===== config.mk =====
export PLATFORM = sky130hd
export DESIGN_NAME = pkt_ram_ctrl
export DESIGN_NICKNAME = d
export VERILOG_FILES = /design/src/rtl/pkt_ram_ctrl.sv
export SDC_FILE = /design/constraint.sdc
export NUM_CORES = 2
export LEC_CHECK = 0
export BUFFER_PORTS_ARGS = -buffer_cell sky130_fd_sc_hd__buf_2
export CORE_AREA = 2 2 419 421
export CTS_CLUSTER_SIZE = 16
export DETAILED_ROUTE_END_ITERATION = 8
export DIE_AREA = 0 0 421 423
export REMOVE_ABC_BUFFERS = 1
export SYNTH_ARGS = -nofsm -noshare
export SYNTH_HDL_FRONTEND = slang
export SYNTH_SLANG_ARGS = --single-unit

===== constraint.sdc =====
create_clock -name clk -period 2.7 [get_ports clk]
set_input_delay 0.405 -clock clk [delete_from_list [all_inputs] [get_ports clk]]
set_output_delay 0.405 -clock clk [all_outputs]
set_load 0.02 [all_outputs]

===== src/rtl/pkt_ram_ctrl.sv =====
`default_nettype none
// ============================================================================
// Module   : pkt_ram_ctrl
// Purpose  : Byte-stream packet engine that writes and reads wide RAM words.
//            Packet = CMD, ADDR_HI, ADDR_LO, then payload (writes only).
//            CMD[MSB] selects read (1) or write (0); CMD[MSB-1:0] = word count.
//            Writes pack beats little-endian into one word and commit it.
//            Reads fetch one word and stream its bytes out low-first.
// Revision : 1.0 - initial release
// ============================================================================
module pkt_ram_ctrl #(
    parameter int DATA_WIDTH  = 8,
    parameter int WORD_BYTES  = 64,
    parameter int ADDR_WIDTH  = 12,
    parameter int RAM_LATENCY = 1,
    parameter int TIMEOUT     = 1024
) (
    input  logic                             clk,
    input  logic                             rst_n,
    // command / payload stream
    input  logic [DATA_WIDTH-1:0]            rx_data,
    input  logic                             rx_valid,
    output logic                             rx_ready,
    // read-back stream
    output logic [DATA_WIDTH-1:0]            tx_data,
    output logic                             tx_valid,
    input  logic                             tx_ready,
    // RAM port
    output logic                             we,
    output logic [ADDR_WIDTH-1:0]            addr,
    output logic [DATA_WIDTH*WORD_BYTES-1:0] dout,
    input  logic [DATA_WIDTH*WORD_BYTES-1:0] din,
    // status
    output logic                             busy,
    output logic                             done,
    output logic                             err
);

    localparam int c_RAM_W  = DATA_WIDTH * WORD_BYTES;
    localparam int c_CNT_W  = DATA_WIDTH - 1;
    localparam int c_BEAT_W = (WORD_BYTES > 1) ? $clog2(WORD_BYTES) : 1;
    localparam int c_TO_W   = (TIMEOUT > 1) ? $clog2(TIMEOUT) : 1;

    localparam logic [c_BEAT_W-1:0] c_BEAT_LAST = c_BEAT_W'(WORD_BYTES - 1);
    localparam logic [c_TO_W-1:0]   c_TO_LAST   = c_TO_W'(TIMEOUT - 1);
    localparam logic [c_CNT_W-1:0]  c_WORDS_ONE = c_CNT_W'(1);
    localparam logic [c_CNT_W-1:0]  c_WORDS_NIL = '0;
    // RD_WAIT counts down to zero; it lasts RAM_LATENCY-1 cycles
    localparam logic [1:0]          c_LAT_INIT  = 2'(RAM_LATENCY - 2);

    localparam logic [2:0] c_ST_IDLE       = 3'd0;
    localparam logic [2:0] c_ST_ADDR_HI    = 3'd1;
    localparam logic [2:0] c_ST_ADDR_LO    = 3'd2;
    localparam logic [2:0] c_ST_WR_COLLECT = 3'd3;
    localparam logic [2:0] c_ST_WR_COMMIT  = 3'd4;
    localparam logic [2:0] c_ST_RD_ISSUE   = 3'd5;
    localparam logic [2:0] c_ST_RD_WAIT    = 3'd6;
    localparam logic [2:0] c_ST_RD_SEND    = 3'd7;

    logic [2:0]            r_state;
    logic [2:0]            w_state_nxt;
    logic                  r_is_rd;
    logic [c_CNT_W-1:0]    r_words;
    logic [c_BEAT_W-1:0]   r_beat;
    logic [1:0]            r_lat;
    logic [c_TO_W-1:0]     r_idle;
    logic [c_RAM_W-1:0]    r_rd_sh;
    logic [c_RAM_W-1:0]    w_rd_shifted;
    logic [ADDR_WIDTH-1:0] w_base;

    logic w_rx_acc;
    logic w_tx_acc;
    logic w_beat_last;
    logic w_word_last;
    logic w_timed;
    logic w_to_hit;
    logic w_capture;

    assign w_rx_acc     = rx_valid && rx_ready;
    assign w_tx_acc     = tx_valid && tx_ready;
    assign w_beat_last  = (r_beat == c_BEAT_LAST);
    assign w_word_last  = (r_words == c_WORDS_ONE);
    assign w_rd_shifted = r_rd_sh >> DATA_WIDTH;
    // inactivity is only an error while the sender still owes us beats
    assign w_timed      = (r_state == c_ST_ADDR_HI) || (r_state == c_ST_ADDR_LO) ||
                          (r_state == c_ST_WR_COLLECT);
    assign w_to_hit     = (TIMEOUT != 0) && w_timed && !w_rx_acc && (r_idle == c_TO_LAST);
    assign w_capture    = (w_state_nxt == c_ST_RD_SEND) && (r_state != c_ST_RD_SEND);

    // Upper address bits come from ADDR_HI only when the address is wider than a beat
    generate
        if (ADDR_WIDTH > DATA_WIDTH) begin : g_addr_hi
            localparam int c_HI_W = ADDR_WIDTH - DATA_WIDTH;
            logic [c_HI_W-1:0] r_addr_hi;

            // Hold the high address byte until ADDR_LO arrives
            always_ff @(posedge clk or negedge rst_n) begin
                if (!rst_n) begin
                    r_addr_hi <= '0;
                end else if ((r_state == c_ST_ADDR_HI) && w_rx_acc) begin
                    r_addr_hi <= rx_data[c_HI_W-1:0];
                end
            end

            assign w_base = {r_addr_hi, rx_data};
        end else begin : g_addr_lo
            assign w_base = rx_data[ADDR_WIDTH-1:0];
        end
    endgenerate

    // Next-state decode
    always_comb begin
        w_state_nxt = r_state;
        case (r_state)
            c_ST_IDLE: begin
                if (w_rx_acc) w_state_nxt = c_ST_ADDR_HI;
            end
            c_ST_ADDR_HI: begin
                if (w_rx_acc)      w_state_nxt = c_ST_ADDR_LO;
                else if (w_to_hit) w_state_nxt = c_ST_IDLE;
            end
            c_ST_ADDR_LO: begin
                if (w_rx_acc) begin
                    if (r_words == c_WORDS_NIL) w_state_nxt = c_ST_IDLE;
                    else if (r_is_rd)           w_state_nxt = c_ST_RD_ISSUE;
                    else                        w_state_nxt = c_ST_WR_COLLECT;
                end else if (w_to_hit) begin
                    w_state_nxt = c_ST_IDLE;
                end
            end
            c_ST_WR_COLLECT: begin
                if (w_rx_acc && w_beat_last) w_state_nxt = c_ST_WR_COMMIT;
                else if (w_to_hit)           w_state_nxt = c_ST_IDLE;
            end
            c_ST_WR_COMMIT: begin
                w_state_nxt = w_word_last ? c_ST_IDLE : c_ST_WR_COLLECT;
            end
            c_ST_RD_ISSUE: begin
                w_state_nxt = (RAM_LATENCY == 1) ? c_ST_RD_SEND : c_ST_RD_WAIT;
            end
            c_ST_RD_WAIT: begin
                if (r_lat == 2'd0) w_state_nxt = c_ST_RD_SEND;
            end
            c_ST_RD_SEND: begin
                if (w_tx_acc && w_beat_last) begin
                    w_state_nxt = w_word_last ? c_ST_IDLE : c_ST_RD_ISSUE;
                end
            end
            default: w_state_nxt = c_ST_IDLE;
        endcase
    end

    // State register and control outputs, registered from the next state
    always_ff @(posedge clk or negedge rst_n) begin
        if (!rst_n) begin
            r_state  <= c_ST_IDLE;
            rx_ready <= 1'b0;
            tx_valid <= 1'b0;
            we       <= 1'b0;
            busy     <= 1'b0;
            done     <= 1'b0;
            err      <= 1'b0;
        end else begin
            r_state  <= w_state_nxt;
            rx_ready <= (w_state_nxt == c_ST_IDLE)    || (w_state_nxt == c_ST_ADDR_HI) ||
                        (w_state_nxt == c_ST_ADDR_LO) || (w_state_nxt == c_ST_WR_COLLECT);
            tx_valid <= (w_state_nxt == c_ST_RD_SEND);
            we       <= (w_state_nxt == c_ST_WR_COMMIT);
            busy     <= (w_state_nxt != c_ST_IDLE);
            // a packet ends well only from a data state; from a header/collect
            // state it is either N=0 or a timeout, both reported as err
            done     <= (w_state_nxt == c_ST_IDLE) &&
                        ((r_state == c_ST_WR_COMMIT) || (r_state == c_ST_RD_SEND));
            err      <= (w_state_nxt == c_ST_IDLE) && w_timed;
        end
    end

    // Datapath: command capture, word packing, address stepping, read shifter
    always_ff @(posedge clk or negedge rst_n) begin
        if (!rst_n) begin
            r_is_rd <= 1'b0;
            r_words <= '0;
            r_beat  <= '0;
            r_lat   <= '0;
            r_rd_sh <= '0;
            addr    <= '0;
            dout    <= '0;
            tx_data <= '0;
        end else begin
            case (r_state)
                c_ST_IDLE: begin
                    if (w_rx_acc) begin
                        r_is_rd <= rx_data[DATA_WIDTH-1];
                        r_words <= rx_data[DATA_WIDTH-2:0];
                        r_beat  <= '0;
                    end
                end
                c_ST_ADDR_LO: begin
                    if (w_rx_acc) begin
                        addr   <= w_base;
                        r_beat <= '0;
                    end
                end
                c_ST_WR_COLLECT: begin
                    if (w_rx_acc) begin
                        dout[r_beat*DATA_WIDTH +: DATA_WIDTH] <= rx_data;
                        r_beat <= w_beat_last ? '0 : r_beat + 1'b1;
                    end else if (w_to_hit) begin
                        r_beat <= '0;
                    end
                end
                c_ST_WR_COMMIT: begin
                    addr    <= addr + 1'b1;
                    r_words <= r_words - 1'b1;
                end
                c_ST_RD_ISSUE: begin
                    r_lat <= c_LAT_INIT;
                end
                c_ST_RD_WAIT: begin
                    if (r_lat != 2'd0) r_lat <= r_lat - 1'b1;
                end
                c_ST_RD_SEND: begin
                    if (w_tx_acc) begin
                        if (w_beat_last) begin
                            r_beat  <= '0;
                            addr    <= addr + 1'b1;
                            r_words <= r_words - 1'b1;
                        end else begin
                            r_beat  <= r_beat + 1'b1;
                            r_rd_sh <= w_rd_shifted;
                            tx_data <= w_rd_shifted[DATA_WIDTH-1:0];
                        end
                    end
                end
                default: begin
                end
            endcase

            // RAM word is sampled at the end of the final wait cycle
            if (w_capture) begin
                r_rd_sh <= din;
                tx_data <= din[DATA_WIDTH-1:0];
                r_beat  <= '0;
            end
        end
    end

    // Idle-cycle counter for the stream-receiving states
    always_ff @(posedge clk or negedge rst_n) begin
        if (!rst_n) begin
            r_idle <= '0;
        end else if ((TIMEOUT != 0) && w_timed && !w_rx_acc && !w_to_hit) begin
            r_idle <= r_idle + 1'b1;
        end else begin
            r_idle <= '0;
        end
    end

endmodule
`default_nettype wire


==> metrics.cfg <==
[worst_setup_path]
path_delay_family = buffers and inverters
critPathRequiredTime_ns = 3.33
cp_common_cell = buf_4
crit_chain = clkinv_1, ha_4, buf_4, nor3b_2, buf_4, xnor2_4, nand3_2, buf_12, nor3_2, buf_6, mux2_2
reg2reg_depth = 11
cp-end-kind = flip-flop
slowest_stage = dfrtp_2
cp_num_buf_inv = 5
rr_endpoint = dout[265]
cp.arrival_ns = 3.28
criticalPathCategory = reg -> reg
crit_fanout = 16
timing.rr.start = r_beat[0]
critPathLaunchType = flip-flop
worst_path_largest_cell_delay_ns = 0.36
r2r_setup_slack_ns = 0.05

[routing]
drc = 0
drtIter0Drc = 4003
ant_nets = 0
viasPerCell = 4.95
num_vias = 44022
wl_per_cell_um = 21.5
firstDrtPassIters = 7
wl_mm = 192

[floorplanning]
initial_utilization_pct = 27.0
rows = 153
die_h_um = 423
pin_count = 1062
core-area_mm2 = 0.173
dieArea_mm2 = 0.178
die_x_um = 421

[clock_network]
path_clk_slew_ns = 0.06
clock_path_buffers = 3
clockRootBuffer = clkbuf_16
cts_buffers = 119
htreeDepth = 3
clock_latency_ns = 0.80
cts_tree = yes
clkSinkCount = 1075

[cells_and_area]
n_fill_cell = 16762
final_cell_mix = nand2_1, dfrtp_1, buf_2
utilization_pct = 38.5
final_cells = 8896
mostFrequentLayoutCell = nand2_1
area_growth_pct = 42.7
fin_nets = 6988
multiInputGateArea_mm2 = 0.0188
final_area_mm2 = 0.0668
layout-drive-gt1-share_pct = 31.1
regArea_mm2 = 0.0269

[pwr]
power_frac_seq_pct = 38.0
p_int_mw = 35.1
ir_drop_uv = 637
clockPowerShare_pct = 31.9
switching_share_pct = 35.4
p_per_area_mw_per_mm2 = 814
p_sw_mw = 19.2
leakagePower_nw = 32.4
p_comb_share_pct = 30.2

[global_routing]
grt_pass1_vias = 44366
grt_usage_pct = 20.9
grt-ovfl-total = 0
antenna_found_initial = 15
grt_pass1_wl_mm = 285
grt_start_max_net_pins = 111

[timing]
setup_viol = 0
max_slew.worst_pin.slew_ns = 0.863
finalMaxSlewViolations = 0
clock_skew_ns = 0.0762
hold_viol_final = 0
relSlewSlack_pct = 42.5
clock.fmax_mhz = 377
fin_crit_sh_pct = 98.3
fin_crit_ns = 2.65

[yosys]
ys_warn_count = 0
synthAdderAreaFrac_pct = 0.214
synth_seq_cells = 1075
synth_top_family_by_area = simple AND/OR/NAND/NOR gates
ys_top_cells_by_area = dfrtp_1, nand2_1, mux2_2, a31oi_1, nor2_1
synthSimpleGateAreaFrac_pct = 18.0
synth_compound_area_share_pct = 12.0
synth.distinct_cells = 70
ys_async_sr_fraction_pct = 100
ys.flop_type = dfrtp_1
synth_edf_count = 0
syn_area_mm2 = 0.0468
avgSynthCellArea_um2 = 9.74
muxShareOfSynthArea_pct = 8.79
syn_inst = 4804
synth_seq_area_share_pct = 57.5
synth-xor-area-share_pct = 0.294
synth_top_area_share_pct = 57.5
yosysTopAreaCell = dfrtp_1

[status]
status = complete, no violations

[hold_path]
hold_start = din[253]
worstHoldPathType = in -> reg
min_to = r_rd_sh[253]
min_path_cells = 3

[placement]
portBuffers = 1061
placed_cell_area_mm2 = 0.0570
dp_cells = 8136
routabilityCongestion = 0.894
dp_hpwl_mm = 138

[run]
maxCapViolCount = 0

how the worst max path moves through the flow:
| stage | endpoint | from | slack [ns] | cells past startpoint |
|---|---|---|---|---|
| after global routing | dout[265] | r_beat[0] | -0.02 | 11 |
| after CTS | dout[102] | r_beat[0] | 0.0003 | 9 |
| after global placement | dout[28] | r_beat[0] | -0.47 | 10 |
| after floorplan | r_rd_sh[100] | r_beat[0] | -35.07 | 5 |
| final | dout[265] | r_beat[0] | 0.05 | 11 |
| after detailed placement | dout[28] | r_beat[0] | -0.45 | 10 |
tightest hold or removal path, stage by stage:
cell and delay (ns):
buf_2 0.10, nand2_1 0.17, a31oi_1 0.11
power by group through the flow:
stage / registers (mW) / logic (mW) / clock network, mW
global route: 21.0 / 18.0 / 18.4
finish: 20.6 / 16.4 / 17.3
detailed placement: 20.8 / 15.3 / 0
floorplan: 21.2 / 9.70 / 0
CTS: 20.6 / 16.1 / 17.7
global placement: 20.7 / 15.1 / 0
final cells by class:
type / instances / area share, %
Timing Repair Buffer: 1895 / 20.8
Clock inverter: 47 / 1.10
Sequential cell: 1075 / 40.3
Inverter: 15 / 0.0843
Clock buffer: 176 / 5.19
Tap cell: 2325 / 4.36
Multi-Input combinational cell: 3350 / 28.1
Antenna cell: 13 / 0.0487
metrics by stage:
step           worst slack, ns  hold slack, ns  total power, mW  setup TNS (ns)
4_1_cts               0.000326          0.0304             54.4               0
3_5_place_dp            -0.453           0.432             36.1          -29.52
2_1_floorplan           -35.07           0.109             30.9               -
6_report                0.0462          0.0862             54.3               0
5_1_grt                -0.0234          0.0647             57.3         -0.0433
3_3_place_gp            -0.469           0.431             35.8          -29.37
timing repair:
action	CTS	global route
setup endpoints to repair	323	263
endpoints found under the hold margin	654	0
hold buffers	510	0
resized for setup	15	38
gates cloned	1	0
buffers inserted	7	6
pin swaps	6	9
state kept, by name, indices dropped and copies added (netlist names), 2 cells and up:
| signal | cells |
|---|---|
| r_idle | 10 |
| r_rd_sh | 505 |
| dout | 512 |
| r_state | 3 |
| addr | 12 |
| r_words | 7 |
| r_lat | 2 |
| tx_data | 7 |
| g_addr_hi.r_addr_hi | 4 |
| r_beat | 6 |
routing by layer:
layer / up-vias / GRT usage, % / wire length, um
met5: - / 0 / 0
met4: 0 / 16.3 / 16800
met3: 559 / 5.43 / 14900
met2: 1947 / 33.6 / 89300
met1: 21670 / 23.7 / 70600
li1: 19846 / - / -
cells in the mapped netlist (all sizes together) (23+ instances only):
master,n
a21oi,23
a31oi,509
buf,47
clkbuf,318
dfrtp,1075
mux2,364
nand2,1146
nand3,57
nor2,704
nor3,73
o21ai,203
o31ai,32
o41ai,58
cells by family (layout without fill, tap and decap cells):
family	count (synthesis)	after routing
and+or+nand+nor	2082	2083
DFF	1075	1075
AOI/OAI and AO/OA	880	880
buffers and inverters	380	2133
muxes	365	365
xor gates and xnor gates	14	14
adders and majority gates	8	8
other	0	13
Power figures use the tool's default switching activity.
